===== src/rtl/seq_mult_arbiter.sv =====
// seq_mult_arbiter: one iterative signed multiplier shared by two requesters.
// A round-robin arbiter picks the requester. The datapath multiplies the
// operand magnitudes with a radix-2 shift-add, one multiplier bit per cycle.
// It then applies the sign and flags products that overflow N-bit signed.
//
// state  | meaning
// -------+------------------------------------------------------------
// S_IDLE | waiting for a request; ready offered to the granted side
// S_RUN  | shift-add iterations, count 0 .. N-1
// S_DONE | result presented, held until the consumer takes it
module seq_mult_arbiter #(
  parameter int N = 32
) (
  input  logic           i_clk,
  input  logic           i_rst_n,
  input  logic           i_req0_valid,
  output logic           o_req0_ready,
  input  logic [N-1:0]   i_req0_a,
  input  logic [N-1:0]   i_req0_b,
  input  logic           i_req1_valid,
  output logic           o_req1_ready,
  input  logic [N-1:0]   i_req1_a,
  input  logic [N-1:0]   i_req1_b,
  output logic           o_res_valid,
  input  logic           i_res_ready,
  output logic           o_res_id,
  output logic [2*N-1:0] o_res_prod,
  output logic           o_res_ovf,
  output logic           o_busy
);

  localparam int CW = (N > 1) ? $clog2(N) : 1;

  typedef enum logic [1:0] {
    S_IDLE = 2'd0,
    S_RUN  = 2'd1,
    S_DONE = 2'd2
  } state_t;

  state_t         r_state;
  state_t         w_state_nxt;

  logic           r_ptr;
  logic [N-1:0]   r_mag_a;
  logic [N-1:0]   r_mag_b;
  logic           r_sign;
  logic           r_op_id;
  logic [2*N-1:0] r_acc;
  logic [CW-1:0]  r_cnt;
  logic [2*N-1:0] r_prod;
  logic           r_res_id;
  logic           r_ovf;

  logic           w_grant_vld;
  logic           w_grant_id;
  logic           w_accept;
  logic           w_res_hs;
  logic           w_last;
  logic [N-1:0]   w_sel_a;
  logic [N-1:0]   w_sel_b;
  logic [2*N-1:0] w_addend;
  logic [2*N-1:0] w_acc_nxt;
  logic [2*N-1:0] w_prod_nxt;
  logic           w_ovf_nxt;

  // Two's-complement magnitude. -2^(N-1) maps to 2^(N-1), which still fits
  // in N unsigned bits.
  function automatic logic [N-1:0] f_abs(input logic [N-1:0] x);
    f_abs = x[N-1] ? (~x + N'(1)) : x;
  endfunction

  // Round-robin grant: the pointer side wins if valid, else the other side.
  always_comb begin
    w_grant_vld = 1'b0;
    w_grant_id  = r_ptr;
    if (r_ptr == 1'b0) begin
      if (i_req0_valid) begin
        w_grant_vld = 1'b1;
        w_grant_id  = 1'b0;
      end else if (i_req1_valid) begin
        w_grant_vld = 1'b1;
        w_grant_id  = 1'b1;
      end
    end else begin
      if (i_req1_valid) begin
        w_grant_vld = 1'b1;
        w_grant_id  = 1'b1;
      end else if (i_req0_valid) begin
        w_grant_vld = 1'b1;
        w_grant_id  = 1'b0;
      end
    end
  end

  assign w_sel_a = w_grant_id ? i_req1_a : i_req0_a;
  assign w_sel_b = w_grant_id ? i_req1_b : i_req0_b;

  assign w_last  = (r_cnt == CW'(N - 1));

  // Partial product for the current multiplier bit, accumulated at 2N bits.
  assign w_addend   = r_mag_b[r_cnt] ? ({{N{1'b0}}, r_mag_a} << r_cnt) : '0;
  assign w_acc_nxt  = r_acc + w_addend;
  assign w_prod_nxt = r_sign ? (~w_acc_nxt + (2*N)'(1)) : w_acc_nxt;

  // The product fits in N-bit signed only when bits 2N-1..N-1 are all equal.
  assign w_ovf_nxt  = ~((&w_prod_nxt[2*N-1:N-1]) | ~(|w_prod_nxt[2*N-1:N-1]));

  // State register.
  always_ff @(posedge i_clk or negedge i_rst_n) begin
    if (!i_rst_n) begin
      r_state <= S_IDLE;
    end else begin
      r_state <= w_state_nxt;
    end
  end

  // Next-state and handshake decode. Ready is combinational and IDLE-only.
  // It is also forced low while reset is asserted.
  always_comb begin
    w_state_nxt  = r_state;
    w_accept     = 1'b0;
    w_res_hs     = 1'b0;
    o_req0_ready = 1'b0;
    o_req1_ready = 1'b0;
    case (r_state)
      S_IDLE: begin
        if (i_rst_n && w_grant_vld) begin
          o_req0_ready = ~w_grant_id;
          o_req1_ready = w_grant_id;
          w_accept     = 1'b1;
          w_state_nxt  = S_RUN;
        end
      end
      S_RUN: begin
        if (w_last) begin
          w_state_nxt = S_DONE;
        end
      end
      S_DONE: begin
        if (i_res_ready) begin
          w_res_hs    = 1'b1;
          w_state_nxt = S_IDLE;
        end
      end
      default: begin
        w_state_nxt = S_IDLE;
      end
    endcase
  end

  // Operand capture at the handshake, then one shift-add step per RUN cycle.
  // The result registers load on the last step only. Because of this, they
  // stay stable through DONE regardless of new requests.
  always_ff @(posedge i_clk or negedge i_rst_n) begin
    if (!i_rst_n) begin
      r_mag_a  <= '0;
      r_mag_b  <= '0;
      r_sign   <= 1'b0;
      r_op_id  <= 1'b0;
      r_acc    <= '0;
      r_cnt    <= '0;
      r_prod   <= '0;
      r_res_id <= 1'b0;
      r_ovf    <= 1'b0;
    end else if (w_accept) begin
      r_mag_a  <= f_abs(w_sel_a);
      r_mag_b  <= f_abs(w_sel_b);
      r_sign   <= w_sel_a[N-1] ^ w_sel_b[N-1];
      r_op_id  <= w_grant_id;
      r_acc    <= '0;
      r_cnt    <= '0;
    end else if (r_state == S_RUN) begin
      r_acc <= w_acc_nxt;
      r_cnt <= r_cnt + CW'(1);
      if (w_last) begin
        r_prod   <= w_prod_nxt;
        r_res_id <= r_op_id;
        r_ovf    <= w_ovf_nxt;
      end
    end
  end

  // Round-robin pointer moves to the other side once a result is consumed.
  always_ff @(posedge i_clk or negedge i_rst_n) begin
    if (!i_rst_n) begin
      r_ptr <= 1'b0;
    end else if (w_res_hs) begin
      r_ptr <= ~r_res_id;
    end
  end

  assign o_res_valid = (r_state == S_DONE);
  assign o_res_id    = r_res_id;
  assign o_res_prod  = r_prod;
  assign o_res_ovf   = r_ovf;
  assign o_busy      = (r_state != S_IDLE);

endmodule


===== config.mk =====
export PLATFORM = sky130hd
export DESIGN_NAME = seq_mult_arbiter
export DESIGN_NICKNAME = d
export VERILOG_FILES = /design/src/rtl/seq_mult_arbiter.sv
export SDC_FILE = /design/constraint.sdc
export NUM_CORES = 1
export LEC_CHECK = 0
export ABC_AREA = 0
export BUFFER_PORTS_ARGS = -buffer_cell sky130_fd_sc_hd__buf_2
export CORE_MARGIN = 3
export CORE_UTILIZATION = 46
export DETAILED_ROUTE_END_ITERATION = 8
export GPL_TIMING_DRIVEN = 0
export PLACE_DENSITY = 0.68
export SETUP_SLACK_MARGIN = 0.02
export SYNTH_ARGS = -nofsm -noshare
export SYNTH_HDL_FRONTEND = slang
export SYNTH_SLANG_ARGS = --single-unit

===== constraint.sdc =====
create_clock -name i_clk -period 8.2 [get_ports i_clk]
set_input_delay 1.64 -clock i_clk [delete_from_list [all_inputs] [get_ports i_clk]]
set_output_delay 1.64 -clock i_clk [all_outputs]
set_load 0.02 [all_outputs]

==> flow_summary.ini <==
[setup_path]
crit_required_ns = 6.56
crit_start = i_req0_valid
reg2reg_slack_ns = 0.52
cpMostUsedCell = buf_2
cp-endpoint = o_req1_ready
cp-start-kind = input pin
reg2reg_from = r_cnt[0]$_DFFE_PN0P_
critical-path-max-stage-delay_ns = 0.85
critPathArrivalTime_ns = 6.07
endpoint_kind = output pin
critPathKind = input pin to output pin
worstPathCellList = buf_2 -> nand2b_1 -> a21oi_1 -> clkbuf_1 -> buf_1 -> buf_2 -> buf_2 -> buf_2 -> buf_2 -> buf_2 -> nor2_1 -> buf_2
crit_slowest_cell = a21oi_1
r2r-end = o_res_ovf$_DFFE_PN0P_
path_max_fanout = 10
reg2regPathDepth = 24

[logic_synthesis]
ys_seq_elements = 204
synth_enable_flop_cells = 0
async_flop_share = 1.00
yosys.cell_count.top_type = nand2_1
synth.area.top_cells = dfrtp_1, nand2_1, o21ai_0
syn_nets = 2594
ys_top_cells_by_count = nand2_1, o21ai_0, dfrtp_1
synthFlopType = dfrtp_1
synth.largest_area_cell = dfrtp_1
syn_area_um2 = 19000
syn_inst = 2392
ys_seq_area_frac = 0.268
ys_warn_count = 0
syn_area_per_cell_um2 = 7.95
synth.distinct_cells = 105
yosysTopAreaCellShare = 0.268

[power]
p_sw_mw = 5.94
seqPwrFrac = 0.162
leakage_nw = 9.56
power.internal_mw = 4.91
power.density_nw_per_um2 = 497
power_frac_clock = 0.108
ir_worst_vdd_v = 0.000177
p_sw_frac = 0.547
comb_power_share = 0.730
fin_total_pwr_mw = 10.9

[cells_and_area]
insertedDiodeCount = 0
area_delta_synth_final_pct = 14.8
fin_cells = 3173
final_nets = 2833
postLayoutCellArea_um2 = 21800
final_layout_size_suffix_gt1_frac = 0.173
fill_cells = 3875
fin_util = 0.542

[status]
status = complete, no violations

[route]
drtPass1Iterations = 6
drc_errors = 0
drtAntennaViolNets = 0
vias = 19400
first_iter_violations = 1725
routedWlPerCell_um = 21.2
drt_wl_total_um = 67300
vias_per_cell = 6.12

[timing]
slew_violations = 0
setup_viol = 0
fin_setup_tns_ns = 0
fin_hold_ws_ns = 0.468
clock_skew_ns = 0.0247
post-route-period-util = 0.941
relSlewSlack = 0.150
hold_violations = 0
worstMarginPinSlew_ns = 1.28
layout_min_cycle_time_ns = 7.71
grt_setup_unrepaired = false
max_freq_ghz = 0.130
setup_ws_ns = 0.486

[placed_design]
dp_cells = 3120
dp_hpwl_um = 55000
dp_slack_ns = -1.13
portBuffers = 202
placed_area_um2 = 20700
gp_congestion = 1.04

[global_route]
grt_usage = 0.298
grt_pass1_wl_um = 105000
grt_max_degree = 105
overflow = 0
antenna_found_initial = 1
grt_pass1_vias = 18600

[cts]
cts_tree = built
ctsHtreeMaxLevel = 1
cts.reportedPaths.clkPinSlew_ns = 0.06
cts.sinks = 204
clock_latency_ns = 0.56
cts-root-buf = clkbuf_16
cts_inserted_buffers = 24
hold_buffers = 0
clockBufferDepth = 3

[hold_path]
hold_class = register to register

[floorplanning]
die_height_um = 209
start_util = 0.472
die_x_um = 209
io_pins = 203
fp-row-count = 73
coreArea_um2 = 40300
dieArea_um2 = 43800

[job]
drv_cap = 0
-- power groups by stage --
stage               logic [mW]  registers [mW]  clock network (mW)
global placement          7.43            1.74                   0
detailed placement        7.53            1.76                   0
global route              8.63            1.81                1.23
CTS                       7.61            1.75                1.19
finish                    7.93            1.75                1.17
floorplan                 5.30            1.85                   0
-- layer usage --
layer	track usage	part of all wire	vias to the layer above
met4	0.119	0.045	0
met1	0.414	0.44	9296
met5	0	0	-
met3	0.0332	0.066	133
li1	-	-	9270
met2	0.477	0.45	708
-- cells by family after synthesis --
group                    after synthesis  share of synthesized area
AO/OA/AOI/OAI                        680                      0.234
XOR/XNOR                             142                     0.0658
adder cells (fa/ha/maj)               69                     0.0458
buffers and inverters                182                     0.0386
flip-flops                           204                      0.268
multiplexers                         164                      0.109
AND/OR/NAND/NOR                      951                      0.239
-- layout make-up --
class / instances / area (um2) / area share
sequential: 204 / 5100 / 0.234
tap: 525 / 657 / 0.0301
clock inverter: 11 / 180 / 0.00825
buffer: 154 / 653 / 0.0299
timing repair buffer: 213 / 1120 / 0.0515
inverter: 28 / 105 / 0.00481
multi-input combinational: 2006 / 13300 / 0.611
clock buffer: 32 / 681 / 0.0312
-- registers in the layout (all words and copies together) (netlist names) --
signal,cells
r_cnt,5
o_res_ovf,1
r_mag_b,32
r_op_id,1
r_sign,1
r_ptr,1
r_mag_a,32
o_res_prod,64
r_state,2
r_acc,64
o_res_id,1
-- cells in the final DEF (no fill, tap or decap), types with 11 or more instances in the layout --
cell type,netlist,routed
o211ai_1,18,18
nand2_1,372,371
clkbuf_16,0,24
a211oi_1,23,19
clkbuf_1,109,100
mux2i_1,103,103
a21oi_1,109,105
mux4_2,31,31
o21a_1,24,24
o21ai_1,19,23
nor3_1,49,46
or2_2,11,11
mux2_2,30,30
xor2_1,69,69
nor2_1,200,199
a31oi_1,25,24
a21oi_2,12,16
buf_4,2,12
dfrtp_1,204,204
inv_1,27,27
and3_1,19,19
nand4_1,44,44
nand3_1,112,112
or3_1,13,13
ha_1,68,68
a22oi_1,11,11
xnor2_1,72,71
o21ai_0,257,251
nand2b_1,21,21
o31ai_1,19,19
buf_2,29,233
a21o_1,27,27
nor2b_1,17,17
and2_1,21,21
-- worst min path at each step --
stage                                     from                          to  slack (ns)  cells past startpoint
floorplan               r_mag_b[7]$_DFFE_PN0P_      r_mag_b[7]$_DFFE_PN0P_        0.43                      2
global placement     o_res_prod[9]$_DFFE_PN0P_   o_res_prod[9]$_DFFE_PN0P_        0.46                      2
detailed placement  o_res_prod[27]$_DFFE_PN0P_  o_res_prod[27]$_DFFE_PN0P_        0.47                      2
CTS                 o_res_prod[27]$_DFFE_PN0P_  o_res_prod[27]$_DFFE_PN0P_        0.48                      2
global route        o_res_prod[36]$_DFFE_PN0P_  o_res_prod[36]$_DFFE_PN0P_        0.49                      2
finish              o_res_prod[27]$_DFFE_PN0P_  o_res_prod[27]$_DFFE_PN0P_        0.47                      2
-- worst max-delay path, delay by kind of cell --
family / cells / cell delay, ns
simple gates: 2 / 0.16
buf+inv: 9 / 3.38
compound gates: 1 / 0.85
-- timing repair --
item | in CTS | in global routing
setup buffers | 1 | 9
gates resized for setup | 16 | 42
hold endpoints to repair | 0 | 0
cloned | 0 | 0
setup endpoints to repair | 14 | 1
pin swaps | 2 | 8
No activity file was read; power rests on OpenSTA's default activity.
